===== src/rtl/lexer.sv =====
// Tokenizer feeding the LR parser: turns an ASCII byte stream into 16-bit
// {6'b0, kind, value} tokens, holding each until the parser's RECEIVE pulse.
module lexer #(
  parameter logic [1:0] KIND_NUM  = 2'd0,
  parameter logic [1:0] KIND_PLUS = 2'd1,
  parameter logic [1:0] KIND_STAR = 2'd2,
  parameter logic [1:0] KIND_EOF  = 2'd3,
  parameter bit         SAT_NUM   = 1'b0
) (
  input  logic        CLK,
  input  logic        RST,
  input  logic        I_VALID,
  input  logic [7:0]  I_CHAR,
  output logic        I_READY,
  output logic        O_VALID,
  output logic [15:0] O_TOKEN,
  input  logic        I_RECEIVE,
  output logic        ERROR
);

  typedef enum logic [2:0] {S_IDLE, S_NUM, S_PEND, S_DONE, S_ERROR} state_e;
  typedef enum logic [2:0] {C_DIGIT, C_OP, C_WS, C_NUL, C_ILL} class_e;

  localparam logic [15:0] EOF_TOKEN = {6'b0, KIND_EOF, 8'h00};

  function automatic class_e classify(input logic [7:0] c);
    if (c >= 8'h30 && c <= 8'h39)                           return C_DIGIT;
    if (c == 8'h2B || c == 8'h2A)                           return C_OP;
    if (c == 8'h20 || c == 8'h09 || c == 8'h0A || c == 8'h0D) return C_WS;
    if (c == 8'h00)                                         return C_NUL;
    return C_ILL;
  endfunction

  function automatic logic [15:0] op_token(input logic [7:0] c);
    return {6'b0, (c == 8'h2B) ? KIND_PLUS : KIND_STAR, 8'h00};
  endfunction

  state_e      state_q;
  logic [7:0]  acc_q;
  logic [7:0]  acc_d;
  logic [7:0]  pend_q;
  logic        valid_q;
  logic [15:0] token_q;
  logic        error_q;
  logic [11:0] prod;
  logic        accept;
  class_e      in_class;
  class_e      pend_class;

  // 255*10+9 fits in 12 bits, so the clamp test sees the true value.
  always_comb begin
    prod = ({4'b0, acc_q} * 12'd10) + {8'b0, I_CHAR[3:0]};
    if (SAT_NUM && (prod > 12'd255)) acc_d = 8'hFF;
    else                             acc_d = prod[7:0];
  end

  assign in_class   = classify(I_CHAR);
  assign pend_class = classify(pend_q);
  assign I_READY    = RST && (state_q == S_IDLE || state_q == S_NUM) && !valid_q;
  assign accept     = I_VALID && I_READY;
  assign O_VALID    = valid_q;
  assign O_TOKEN    = token_q;
  assign ERROR      = error_q;

  always_ff @(posedge CLK or negedge RST) begin
    if (!RST) begin
      state_q <= S_IDLE;
      acc_q   <= '0;
      pend_q  <= '0;
      valid_q <= 1'b0;
      token_q <= '0;
      error_q <= 1'b0;
    end else begin
      if (valid_q && I_RECEIVE) valid_q <= 1'b0;
      case (state_q)
        S_IDLE: if (accept) begin
          case (in_class)
            C_DIGIT: begin acc_q <= {4'b0, I_CHAR[3:0]}; state_q <= S_NUM; end
            C_OP:    begin token_q <= op_token(I_CHAR); valid_q <= 1'b1; end
            C_WS:    ;
            C_NUL:   begin token_q <= EOF_TOKEN; valid_q <= 1'b1; state_q <= S_DONE; end
            default: begin error_q <= 1'b1; state_q <= S_ERROR; end
          endcase
        end
        S_NUM: if (accept) begin
          case (in_class)
            C_DIGIT: acc_q <= acc_d;
            C_ILL:   begin error_q <= 1'b1; state_q <= S_ERROR; end
            default: begin
              token_q <= {6'b0, KIND_NUM, acc_q};
              valid_q <= 1'b1;
              pend_q  <= I_CHAR;
              state_q <= S_PEND;
            end
          endcase
        end
        // The char that terminated a number is replayed once the NUM token is gone.
        S_PEND: if (!valid_q) begin
          case (pend_class)
            C_OP:    begin token_q <= op_token(pend_q); valid_q <= 1'b1; state_q <= S_IDLE; end
            C_NUL:   begin token_q <= EOF_TOKEN; valid_q <= 1'b1; state_q <= S_DONE; end
            default: state_q <= S_IDLE;
          endcase
        end
        S_DONE:  ;
        default: valid_q <= 1'b0;
      endcase
    end
  end

endmodule


===== config.mk =====
export PLATFORM = sky130hd
export DESIGN_NAME = lexer
export DESIGN_NICKNAME = d
export VERILOG_FILES = /design/src/rtl/lexer.sv
export SDC_FILE = /design/constraint.sdc
export NUM_CORES = 1
export LEC_CHECK = 0
export CORE_MARGIN = 1.5
export CORE_UTILIZATION = 45
export CTS_CLUSTER_SIZE = 25
export DETAILED_ROUTE_END_ITERATION = 6
export PLACE_DENSITY_LB_ADDON = 0.15
export SLEW_MARGIN = 0
export SYNTH_ARGS = -nofsm -noshare
export SYNTH_HDL_FRONTEND = slang
export SYNTH_SLANG_ARGS = --single-unit

===== constraint.sdc =====
create_clock -name CLK -period 2.8 [get_ports CLK]
set_input_delay 0.56 -clock CLK [delete_from_list [all_inputs] [get_ports CLK]]
set_output_delay 0.56 -clock CLK [all_outputs]
set_load 0.02 [all_outputs]

# == Word level (Yosys, flattened, before mapping) ==
# Index checks and enable logic that the tools add are counted.
# totals
latchBits,0
rom_bits,0
wordCells,148
register_bits,37
n_memories,0
mem_bits_rw,0
inputBits,12
# op_classes
mul,1
n_mux,70
order_cmp,4
n_shift,0
reduce_logical,32
add_sub_neg,1
eq_ne,33
div_mod_pow,0
bitwise,1
# ops
operator,n
16-bit 2-to-1 mux,4
16-bit one-hot mux with 2 select lines,2
3-bit 2-to-1 mux,19
8-bit by 4-bit equality test with 1-bit output (second input constant),6
8-bit by 6-bit equality test with 1-bit output (second input constant),6
16-bit one-hot mux with 3 select lines,1
8-bit 2-to-1 mux,4
1-bit 2-to-1 mux,31
3-bit one-hot mux with 3 select lines,2
8-bit by 6-bit >= comparator with 1-bit output (second input constant),2
8-bit by 6-bit <= comparator with 1-bit output (second input constant),2
8-bit zero test,2
8-bit one-hot mux with 2 select lines,1
3-bit by 2-bit equality test with 1-bit output (second input constant),5
2-bit != test (second input constant),7
5-bit AND reduction,2
3-bit by 1-bit equality test with 1-bit output (second input constant),3
1-bit logical OR,9
8-bit by 4-bit adder with 8-bit output,1
8-bit by 3-bit multiplier with 7-bit output (second input constant),1
2-bit OR reduction,4
7-bit AND reduction,1
1-bit logical AND,6
3-bit zero test,2
other kinds (15),19

# == Logic depth before layout (Yosys ltp) ==
# logic_depth
word_depth,19
ltp_mapped,9
depth_no_buf,9

# == Worst setup path after synthesis ==
# Ideal clock, no wire load.
# synth_path
kind,input -> register
start,in I_CHAR[1]
end,"reg token_q[8], in the netlist O_TOKEN[8]"
stages,7
setup_slack_ps,526
arrival_ps,2149
path_cell_list,buf_2 nand4bb_4 a2111oi_2 nand2_1 a21o_1 buf_6 mux2_4
# synth_between
elab_chain_len,14
elab_cells_between_ends,43
classes_between,2 x order compare; 11 x eq/ne; 21 x mux; 9 x reduce/logical
# synth_rtl
element,line,source
start: declaration,13,"input logic [7:0] I_CHAR,"
8-bit by 6-bit equality test with 1-bit output / 8-bit by 4-bit equality test with 1-bit output (equally long branches),29,if (c == 8'h20 || c == 8'h09 || c == 8'h0A || c == 8'h0D) return C_WS;
1-bit logical OR (3 in a row),29,
3-bit 2-to-1 mux / 1-bit 2-to-1 mux (equally long branches),29,
3-bit 2-to-1 mux / 1-bit 2-to-1 mux (equally long branches),"30, 29",
3-bit 2-to-1 mux / 1-bit 2-to-1 mux (equally long branches),"31, 28",
3-bit 2-to-1 mux,30,if (c == 8'h00) return C_NUL;
3-bit 2-to-1 mux,29,
3-bit 2-to-1 mux,28,if (c == 8'h2B || c == 8'h2A) return C_OP;
3-bit by 2-bit equality test with 1-bit output (tied with other cells),77,case (in_class)
16-bit one-hot mux with 2 select lines / 2-bit OR reduction (equally long branches),n/a,
16-bit 2-to-1 mux / 2-bit != test (equally long branches),n/a,
16-bit one-hot mux with 3 select lines / 7-bit AND reduction (equally long branches),n/a,
end signal: assignment,90,"token_q <= {6'b0, KIND_NUM, acc_q};"
end: declaration,43,logic [15:0] token_q;
# Parallel ways exist; a longest one is shown, timed or not. The select of a mux whose other input is x is not followed.
# A chain may end at the register's enable or synchronous reset.

# == Final worst setup path ==
# layout_path
start,in RST
end,out I_READY
# layout_between
elab_chain_len,2
# layout_rtl
element,line,source
start: declaration,11,"input logic RST,"
1-bit logical AND (2 in a row),59,assign I_READY = RST && (state_q == S_IDLE || state_q == S_NUM) && !valid_q;
end: declaration,14,"output logic I_READY,"
# Every way passes these cells.

==> metrics.md <==
| Metric | Value |
|---|---|
| Die Span Y | `68.5 µm` |
| Vias | `1531` |
| Final TNS setup | `0 ps` |
| Sequential power share | `0.531` |
| Synth Warn # | `0` |
| P&R area growth vs syn | `21.7%` |
| Post-route minimum period | `2600 ps` |
| Status | `complete, no violations` |
| Syn Area/Cell | `10.4 µm²` |
| Crit start category | `input port` |
| Critical path's top delay family | `buffers and inverters` |
| Max-slew violations | `0` |
| Yosys cell types | `50` |
| Post-Route WL | `4.18 mm` |
| Initial antenna violation count | `0` |
| Fin nets | `246` |
| CTS resizes | `0` |
| Via density | `5.61` |
| Share of cells above drive strength 1 | `0.166` |
| CP Capture Type | `primary output` |
| CP max stage cell | `clkdlybuf4s50_1` |
| Tcrit/Tclk final | `0.927` |
| CTS sink cnt | `31` |
| Worst-path clk slew | `60 ps` |
| Post-Route M1 WL | `1.95 mm` |
| Metal3 WL | `207 µm` |
| Slowest stage delay, CP | `670 ps` |
| CTS Buf Count | `5` |
| Max-cap violations | `0` |
| CP required | `2240 ps` |
| Synth async-reset ratio | `1.00` |
| Pre-Repair DR Iteration Count | `4` |
| Number of global-route vias before repair | `1465` |
| Setup bufs post-CTS | `0` |
| DRC violations left | `0` |
| DR iter-0 viols | `62` |
| F_max | `385 MHz` |
| RSZ-0062 raised after global routing | `false` |
| Area contributors post-synth | `dfrtp_1 (40%), ha_1 (6.5%), a22o_1 (4.1%)` |
| Top Metal Used | `met4` |
| Top cell type's share of synthesized area | `0.402` |
| Worst-Skew Late Latency | `280 ps` |
| Endpoints failing hold | `0` |
| Die ar. | `4690 µm²` |
| Worst path bufs/invs | `2` |
| CTS tree | `built` |
| Worst hold path type | `register to register` |
| H-tree lvl count | `2` |
| Worst EP arrival | `2040 ps` |
| CP Class | `input port to primary output` |
| Remaining global-route overflow | `0` |
| # diodes | `0` |
| Yosys reg bits | `31` |
| Post-synth EDFFs | `0` |
| Leakage | `1.06 nW` |
| Met2 WL post-DR | `1.97 mm` |
| Ports | `31` |
| Worst IR drop on VDD | `0.000232 V` |
| DP HPWL | `3.33 mm` |
| Clock power frac | `0.382` |
| Longest Clk Path Bufs | `2` |
| Synth Cell Area | `1930 µm²` |
| Hold_buf cts | `0` |
| Filler cells | `336` |
| # setup viols final | `0` |
| Fin Clk Skew | `1.83 ps` |
| Chip width | `68.5 µm` |
| First-pass GRT wire length | `6.97 mm` |
| ANT nets after route | `0` |
| Internal | `0.000657 W` |
| Initial Util | `0.475` |
| GPL Wtd Cong | `0.900` |
| Synth area leader | `dfrtp_1` |
| WL per Instance | `15.3 µm` |
| PwrDens | `363 nW/µm²` |
| Cell count after synthesis | `186` |
| Worst path cell trace | `clkdlybuf4s50_1, nor4b_1, clkdlybuf4s50_1` |
| Largest fanout on the critical path | `3` |
| Gate power share | `0.088` |
| Share of the yosys chip area belonging to registers | `0.402` |
| Top-count cell post-synth | `dfrtp_1` |
| Core area | `4060 µm²` |
| Ys flop type | `dfrtp_1` |
| Root Driver | `clkbuf_8` |
| Switching Share | `0.231` |
| Final Util | `0.579` |
| IO Port Bufs | `24` |
| NetSw | `0.000197 W` |
| CP dominant cell by count | `clkdlybuf4s50_1` |
| Row cnt | `23` |
| Total track usage | `0.201` |
| Largest net degree at the start of global routing | `32` |
| Post-synth top cells | `dfrtp_1 (31), nand2_1 (16), ha_1 (10), nor2_1 (10), o21ai_0 (10)` |
power by group through the flow:
stage | Combinational [W] | Clock (W) | Sequential [W]
after floorplan | 0.0000394 | 0 | 0.000460
after global placement | 0.0000726 | 0 | 0.000461
after detailed placement | 0.0000750 | 0 | 0.000461
after CTS | 0.0000754 | 0.000334 | 0.000453
after global routing | 0.0000821 | 0.000357 | 0.000453
final | 0.0000749 | 0.000326 | 0.000453
final cells by class:
type | instances | area, µm² | share of cell area
flip-flops and latches | 31 | 776 | 0.330
repair buffers | 37 | 338 | 0.144
inverters | 7 | 26.3 | 0.0112
multi-input cells | 140 | 1060 | 0.453
well taps | 50 | 62.6 | 0.0266
clock buffers | 7 | 76.3 | 0.0325
clock inverters | 1 | 5.00 | 0.00213
layout by cell type, fill, tap and decap left out, types with 2 or more instances in the layout:
master / instances
dfrtp_1: 31
clkdlybuf4s50_1: 24
nand2_1: 16
buf_4: 13
nor2_1: 10
o21ai_0: 10
ha_1: 10
a22o_1: 9
inv_1: 7
a21oi_1: 6
mux2_2: 6
xnor2_1: 6
conb_1: 6
clkbuf_8: 5
a21o_1: 4
o31ai_1: 4
or3b_2: 3
xor2_1: 3
o211ai_1: 3
and2_1: 3
nand3b_1: 2
a2111oi_2: 2
nand3_1: 2
nor3_1: 2
or4_1: 2
or4_4: 2
nor3b_1: 2
or3_1: 2
nor2b_1: 2
o21bai_1: 2
mux2_4: 2
fa_1: 2
clkbuf_1: 2
kinds of logic (layout without fill, tap and decap cells):
| kind of cell | after synthesis | in the layout | share of synthesized area |
|---|---|---|---|
| AO/OA/AOI/OAI | 49 | 49 | 0.187 |
| XOR/XNOR | 9 | 9 | 0.0409 |
| adder cells (fa/ha/maj) | 12 | 12 | 0.0856 |
| buffers and inverters | 20 | 52 | 0.0558 |
| flip-flops | 31 | 31 | 0.402 |
| multiplexers | 9 | 9 | 0.0558 |
| other | 1 | 6 | 0.00194 |
| AND/OR/NAND/NOR | 55 | 55 | 0.171 |
per-stage QoR:
stage          setup slack (ps)  hold WS, ps  area, µm²  std cells  power (W)
3_5_place_dp              -37.6          462       2270        265   0.000536
6_report                    204          477       2350        273   0.000853
2_1_floorplan               526          264       1950        191   0.000500
3_3_place_gp               32.1          459       2270        265   0.000533
5_1_grt                    63.0          491       2350        273   0.000892
4_1_cts                     177          479       2350        273   0.000863
state kept, by name (all words and copies together), names as in the netlist:
signal   count
ERROR        1
O_TOKEN     10
pend_q       8
acc_q        8
O_VALID      1
state_q      3
worst paths after layout:
check                           slack (ps)  cells after the start     start          to
min in group asynchronous              720                      2       RST  state_q[0]
worst max register to register         420                      9  acc_q[1]    acc_q[7]
worst min register to register         480                      1     ERROR       ERROR
max in group asynchronous             1790                      2       RST  O_TOKEN[6]
worst max-delay path                   200                      3       RST     I_READY
worst min-delay path                   480                      1     ERROR       ERROR
metal layers:
layer | global-route usage | vias up
met2 | 0.319 | 46
met4 | 0.0625 | 0
met5 | 0 | -
met3 | 0.0444 | 6
met1 | 0.272 | 741
li1 | - | 738
Power figures use the tool's default switching activity.
